==> config.mk <==
export PLATFORM = sky130hd
export DESIGN_NAME = spi_coeff_tx_flat
export DESIGN_NICKNAME = d
export VERILOG_FILES = /design/src/rtl/spi_coeff_tx_pkg.sv /design/src/rtl/spi_coeff_tx_if.sv /design/src/rtl/spi_coeff_tx_clk_tick.sv /design/src/rtl/spi_coeff_tx.sv /design/src/flat_wrapper.sv
export SDC_FILE = /design/constraint.sdc
export NUM_CORES = 1
export LEC_CHECK = 0
export BUFFER_PORTS_ARGS = -buffer_cell sky130_fd_sc_hd__buf_2
export CELL_PAD_IN_SITES_DETAIL_PLACEMENT = 1
export CELL_PAD_IN_SITES_GLOBAL_PLACEMENT = 1
export CORE_UTILIZATION = 30
export DETAILED_ROUTE_END_ITERATION = 6
export MAX_ROUTING_LAYER = met4
export PLACE_DENSITY = 0.56
export SETUP_SLACK_MARGIN = 0.1
export SLEW_MARGIN = 20
export SYNTH_ARGS = -nofsm -noshare
export SYNTH_HDL_FRONTEND = slang
export SYNTH_SLANG_ARGS = --single-unit
==> constraint.sdc <==
create_clock -name clk -period 3.7 [get_ports clk]
set_clock_uncertainty 0.15 [all_clocks]
set_input_delay 0.185 -clock clk [delete_from_list [all_inputs] [get_ports clk]]
set_output_delay 0.185 -clock clk [all_outputs]
set_load 0.03 [all_outputs]
==> src/rtl/spi_coeff_tx_pkg.sv <==
// Shared types and helpers for the SPI coefficient transmitter.
package fir_engine_pkg;

  typedef enum logic [2:0] {IDLE, SHIFT, NEXT, HOLD, GAP} spi_tx_state_t;

  localparam logic SPI_CS_ACTIVE = 1'b0;

  // Width of a counter that must hold values 0..n-1, never narrower than 1 bit.
  function automatic int cnt_width(input int n);
    return (n <= 2) ? 1 : $clog2(n);
  endfunction

endpackage

==> src/rtl/spi_coeff_tx_if.sv <==
// Ready/valid coefficient stream between a word source and the SPI transmitter.
interface spi_coeff_tx_if #(
  parameter int DataWidth = 8
) ();
  logic                 sValid;
  logic [DataWidth-1:0] sData;
  logic                 sLast;
  logic                 sReady;

  modport master (output sValid, output sData, output sLast, input sReady);
  modport slave  (input sValid, input sData, input sLast, output sReady);
endinterface

==> src/rtl/spi_coeff_tx_clk_tick.sv <==
// Half-period timer: counts ClkDiv cycles and flags the last one; restart_i rewinds it.
module spi_clk_tick
  import fir_engine_pkg::*;
#(
  parameter int ClkDiv = 2
) (
  input  logic clk,
  input  logic reset,
  input  logic restart_i,
  output logic tick_o
);

  localparam int CntW = cnt_width(ClkDiv);
  localparam logic [CntW-1:0] CntMax = CntW'(ClkDiv - 1);

  logic [CntW-1:0] cnt_q, cnt_d;

  assign tick_o = (cnt_q == CntMax);

  always_comb begin
    cnt_d = cnt_q + 1'b1;
    if (restart_i || tick_o) cnt_d = '0;
  end

  always_ff @(posedge clk) begin
    if (reset) cnt_q <= '0;
    else       cnt_q <= cnt_d;
  end

endmodule

==> src/rtl/spi_coeff_tx.sv <==
// SPI mode-0 master that serialises coefficient words MSB-first, one cs-low frame per set.
// Optional frame-length check and lenErr output when SPI_COEFF_TX_LENCHK_EN is defined.
module spi_coeff_tx
  import fir_engine_pkg::*;
#(
  parameter int NTaps     = 13,
  parameter int DataWidth = 8,
  parameter int ClkDiv    = 2
) (
  input  logic           clk,
  input  logic           reset,
  spi_coeff_tx_if.slave  s,
  output logic           cs,
  output logic           spiClk,
  output logic           mosi,
  output logic           busy,
  output logic           done
`ifdef SPI_COEFF_TX_LENCHK_EN
  , output logic         lenErr
`endif
);

  localparam int BitCntW = cnt_width(DataWidth + 1);
  localparam logic [BitCntW-1:0] BitLast = BitCntW'(DataWidth - 1);

  if (ClkDiv < 1 || DataWidth < 2 || NTaps < 1) begin : g_param_err
    $error("spi_coeff_tx: illegal parameter value");
  end

  spi_tx_state_t        state_q, state_d;
  logic [DataWidth-1:0] shift_q, shift_d;
  logic                 last_q, last_d;
  logic [BitCntW-1:0]   bit_cnt_q, bit_cnt_d;
  logic                 phase_q, phase_d;
  logic                 done_q, done_d;
  logic                 tick, restart, in_accept, ready, hs;

  assign in_accept = (state_q == IDLE) || (state_q == NEXT);
  assign ready     = ~reset & in_accept;
  assign s.sReady  = ready;
  assign hs        = s.sValid & ready;

  // Every state starts its own half-period from zero; IDLE/NEXT keep it parked.
  assign restart = (state_d != state_q) || in_accept;

  spi_clk_tick #(.ClkDiv(ClkDiv)) u_tick (
    .clk       (clk),
    .reset     (reset),
    .restart_i (restart),
    .tick_o    (tick)
  );

  always_comb begin
    state_d   = state_q;
    shift_d   = shift_q;
    last_d    = last_q;
    bit_cnt_d = bit_cnt_q;
    phase_d   = phase_q;
    done_d    = 1'b0;
    unique case (state_q)
      IDLE, NEXT: begin
        if (hs) begin
          state_d   = SHIFT;
          shift_d   = s.sData;
          last_d    = s.sLast;
          bit_cnt_d = '0;
          phase_d   = 1'b0;
        end
      end
      SHIFT: begin
        if (tick) begin
          if (!phase_q) begin
            phase_d = 1'b1;
          end else begin
            phase_d = 1'b0;
            // The final bit stays on mosi so NEXT can hold it.
            if (bit_cnt_q == BitLast) begin
              bit_cnt_d = '0;
              state_d   = last_q ? HOLD : NEXT;
            end else begin
              bit_cnt_d = bit_cnt_q + 1'b1;
              shift_d   = shift_q << 1;
            end
          end
        end
      end
      HOLD: begin
        if (tick) begin
          state_d = GAP;
          done_d  = 1'b1;
        end
      end
      GAP: begin
        if (tick) state_d = IDLE;
      end
      default: state_d = IDLE;
    endcase
  end

  always_ff @(posedge clk) begin
    if (reset) begin
      state_q   <= IDLE;
      shift_q   <= '0;
      last_q    <= 1'b0;
      bit_cnt_q <= '0;
      phase_q   <= 1'b0;
      done_q    <= 1'b0;
    end else begin
      state_q   <= state_d;
      shift_q   <= shift_d;
      last_q    <= last_d;
      bit_cnt_q <= bit_cnt_d;
      phase_q   <= phase_d;
      done_q    <= done_d;
    end
  end

  assign cs     = ((state_q == SHIFT) || (state_q == NEXT) || (state_q == HOLD)) ?
                  SPI_CS_ACTIVE : ~SPI_CS_ACTIVE;
  assign spiClk = (state_q == SHIFT) & phase_q;
  assign mosi   = shift_q[DataWidth-1];
  assign busy   = (state_q != IDLE);
  assign done   = done_q;

`ifdef SPI_COEFF_TX_LENCHK_EN
  // One spare count above NTaps so an over-long frame saturates distinctly.
  localparam int WordCntW = cnt_width(NTaps + 2);
  localparam logic [WordCntW-1:0] WordSat = WordCntW'(NTaps + 1);
  localparam logic [WordCntW-1:0] WordExp = WordCntW'(NTaps);

  logic [WordCntW-1:0] word_cnt_q, word_cnt_d;
  logic                len_err_q, len_err_d;

  always_comb begin
    word_cnt_d = word_cnt_q;
    len_err_d  = len_err_q;
    if ((state_d == IDLE) && (state_q != IDLE)) word_cnt_d = '0;
    else if (hs && (word_cnt_q != WordSat))     word_cnt_d = word_cnt_q + 1'b1;
    if (done_d)                                 len_err_d = (word_cnt_q != WordExp);
    else if (hs && (state_q == IDLE))           len_err_d = 1'b0;
  end

  always_ff @(posedge clk) begin
    if (reset) begin
      word_cnt_q <= '0;
      len_err_q  <= 1'b0;
    end else begin
      word_cnt_q <= word_cnt_d;
      len_err_q  <= len_err_d;
    end
  end

  assign lenErr = len_err_q;
`endif

endmodule
==> src/flat_wrapper.sv <==
// flat-port wrapper written by rule: the top's interface ports become plain ports
module spi_coeff_tx_flat import fir_engine_pkg::*;
#(
  parameter int NTaps     = 13,
  parameter int DataWidth = 8,
  parameter int ClkDiv    = 2
)
  (clk, reset, cs, spiClk, mosi, busy, done, s_sValid, s_sData, s_sLast, s_sReady);
  spi_coeff_tx_if #(.DataWidth(DataWidth)) s_i ();
  input  logic clk;
  input  logic reset;
  output logic cs;
  output logic spiClk;
  output logic mosi;
  output logic busy;
  output logic done;
  input wire logic [$bits(s_i.sValid)-1:0] s_sValid;
  input wire logic [$bits(s_i.sData)-1:0] s_sData;
  input wire logic [$bits(s_i.sLast)-1:0] s_sLast;
  output wire logic [$bits(s_i.sReady)-1:0] s_sReady;
  assign s_i.sValid = s_sValid;
  assign s_i.sData = s_sData;
  assign s_i.sLast = s_sLast;
  assign s_sReady = s_i.sReady;
  spi_coeff_tx #(.NTaps(NTaps), .DataWidth(DataWidth), .ClkDiv(ClkDiv)) u_core (.clk(clk), .reset(reset), .s(s_i), .cs(cs), .spiClk(spiClk), .mosi(mosi), .busy(busy), .done(done));
endmodule
==> impl_metrics.ini <==
[outcome]
run_status = finished clean

[floorplan]
core_area_um2 = 3150
die-height_um = 60.4
placementRows = 20
floorplan.io_pins = 18
die_width_um = 60.4
die_area_um2 = 3650
initial_standard_cell_utilization_of_the_core = 0.325

[pwr]
p_comb_frac = 0.165
clock_power_share = 0.285
vdd.ir_drop.worst_mv = 0.199
p_leak_nw = 0.416
power_density_nw_per_um2 = 351
total_switching_power_mw = 0.121
swShare = 0.298
internal-power_mw = 0.283
seq_power_share = 0.550

[clock_network]
clock_insertion_delay_worst_skew_ns = 0.32
tritoncts_clock_tree = built
htree_levels = 1
cts_made_buffers = 3
cts_root_buf = clkbuf_4
cts.sinks = 19
post_cts_setup_inserts = 0
post_cts_resized = 0
clkSlewWorstSetupHoldPaths_ns = 0.13
clock_path_buffers = 2

[synth]
netlist_cell_types = 34
seq_area_frac_synth = 0.372
yosysWarningCount = 0
yosys_register_bits = 19
post_synthesis_cell_area_um2 = 1020
syn_nets = 117
netlist_instances = 104
post_synth.cell_area_avg_um2 = 9.84

[setup_path]
critical_path.max_fanout = 14
worst_setup_path_start_kind = flip-flop
cp.required_ns = 3.80
setup.worst_path.class = reg -> reg
worstPathArrival_ns = 2.35
cp-end-kind = flip-flop

[job]
max-cap-violations = 0

[timing]
timing.final.hold_violations = 0
rsz0062_at_grt = no
tightest_slew_ns = 0.524
final.setup.tns_ns = 0
whs_ns = 0.0751
slew_headroom = 0.649
final.period_utilization = 0.608
drv_slew = 0
maxClockFrequency_mhz = 445
setup_viol = 0
period_needed_ns = 2.25

[detailed_routing]
drc_errors = 0
routedWlPerCell_um = 13.0
routed_via_density = 5.01
route.antenna.remaining_nets = 0
detailedRoute.firstIterationViolations = 7
routed_wl_um = 2130
drt_pre_antenna_iters = 4
route.vias.total = 821

[place]
detailedPlacementHpwl_um = 1540
buffers_added_on_ports = 17
finalWeightedCongestion = 0.783

[finish]
area_delta_synth_final_pct = 12.5
finish.net_count = 134
final_cell_mix = 19 x dfxtp_1, 17 x buf_2, 10 x nor2_1, 9 x mux2i_1, 8 x nand2_1
antenna_cells_inserted = 0
post_route_cells_drive_above_1_share = 0.308
area.sequential_um2 = 380
multi_input_area_um2 = 562
final.fill_count = 383
most_common_cell_after_layout_fill_and_taps_aside = dfxtp_1

[global_route]
grt_pass1_vias = 784
grt_use_total = 0.139
first_pass_grt_wire_length_um = 3530
grt_antenna_before_repair = 0
grt.overflow.total = 0
grt_max_degree = 23

[worst_hold_path]
timing.hold.worst.class = in -> reg
[layout make-up]
type	count	area share
inverter	3	0.00978
multi-input combinational	74	0.488
clock buffer	3	0.0196
sequential	19	0.330
tap	44	0.0478
timing repair buffer	20	0.0978
clock inverter	1	0.00652
[metal layers]
metal  GRT usage  part of all wire
met1       0.154              0.46
met2       0.232              0.50
met3      0.0448             0.037
met4      0.0487            0.0089
met5           -                 0
[final timing paths]
kind | startpoint | to | slack, ns | cells past startpoint
worst max-delay path | u_core.state_q[0]$_SDFF_PP0_ | u_core.shift_q[1]$_SDFFE_PP0P_ | 1.45 | 5
worst min-delay path | s_sData[2] | u_core.shift_q[2]$_SDFFE_PP0P_ | 0.08 | 3
worst max register to register | u_core.state_q[0]$_SDFF_PP0_ | u_core.shift_q[1]$_SDFFE_PP0P_ | 1.45 | 5
worst min register to register | u_core.shift_q[0]$_SDFFE_PP0P_ | u_core.shift_q[0]$_SDFFE_PP0P_ | 0.34 | 2
[metrics by stage]
step	utilization	instances	setup WS, ns	instance area [µm²]	power [mW]
after floorplan	-	104	2.09	1020	0.281
after global placement	0.349	158	1.57	1100	0.292
after detailed placement	0.349	158	1.43	1100	0.293
after CTS	0.365	164	1.40	1150	0.412
after global routing	0.365	164	1.28	1150	0.426
final	0.365	164	1.45	1150	0.404
[kinds of logic (layout without fill, tap and decap cells)]
group                      Yosys count  count (layout)  share of synthesized area
adders and majority gates            1               1                     0.0122
and+or+nand+nor                     43              43                      0.249
DFF                                 19              19                      0.372
buffers and inverters               11              27                     0.0795
AOI/OAI and AO/OA                   20              20                      0.188
muxes                               10              10                     0.0990
[timing repair]
| action | CTS | global route |
|---|---|---|
| hold buffers | 2 | 0 |
| endpoints found under the hold margin | 2 | 0 |
| endpoints found under the setup margin | 0 | 0 |
[critical path: stages (launching register included)]
cell	delay, ns
dfxtp_1	0.55
nor3b_2	0.53
buf_4	0.31
a41o_4	0.37
nor2_1	0.08
a211oi_2	0.20
[Yosys cell counts]
| cell | n | area, µm² |
|---|---|---|
| nor3b_2 | 1 | 12.5 |
| nand4b_1 | 2 | 17.5 |
| a211oi_2 | 7 | 87.6 |
| nand3_1 | 4 | 20.0 |
| dfxtp_1 | 19 | 380 |
| nor3_1 | 3 | 15.0 |
| buf_12 | 1 | 20.0 |
| nor2_2 | 3 | 18.8 |
| o31ai_1 | 1 | 7.51 |
| or4b_1 | 2 | 20.0 |
| nor2_1 | 10 | 37.5 |
| a41o_4 | 1 | 21.3 |
| a21oi_1 | 4 | 20.0 |
| a31oi_2 | 1 | 12.5 |
| a211oi_1 | 1 | 7.51 |
| nand3b_1 | 3 | 22.5 |
| o211ai_1 | 1 | 7.51 |
| mux2i_1 | 9 | 90.1 |
| nand2_1 | 8 | 30.0 |
| ha_1 | 1 | 12.5 |
| buf_1 | 2 | 7.51 |
| a22oi_1 | 1 | 7.51 |
| clkbuf_1 | 1 | 3.75 |
| or3_1 | 2 | 12.5 |
| a31oi_1 | 2 | 12.5 |
| nor4b_4 | 1 | 23.8 |
| a32oi_1 | 1 | 8.76 |
| buf_6 | 3 | 33.8 |
| mux2_1 | 1 | 11.3 |
| or2_2 | 1 | 6.26 |
| inv_1 | 3 | 11.3 |
| buf_2 | 1 | 5.00 |
| and2_1 | 2 | 12.5 |
| nand4_1 | 1 | 6.26 |
[power groups by stage]
| stage | logic (mW) | clock network (mW) | registers [mW] |
|---|---|---|---|
| 2_1_floorplan | 0.0568 | 0 | 0.224 |
| 3_3_place_gp | 0.0651 | 0 | 0.227 |
| 3_5_place_dp | 0.0664 | 0 | 0.227 |
| 4_1_cts | 0.0682 | 0.122 | 0.222 |
| 5_1_grt | 0.0740 | 0.128 | 0.223 |
| 6_report | 0.0666 | 0.115 | 0.222 |
[flip-flops by register name (all words and copies together) (netlist names)]
signal / cells
u_core.shift_q: 8
u_core.bit_cnt_q: 4
u_core.state_q: 3
u_core.done: 1
u_core.last_q: 1
u_core.phase_q: 1
u_core.u_tick.tick_o: 1
Power figures use the tool's default switching activity.
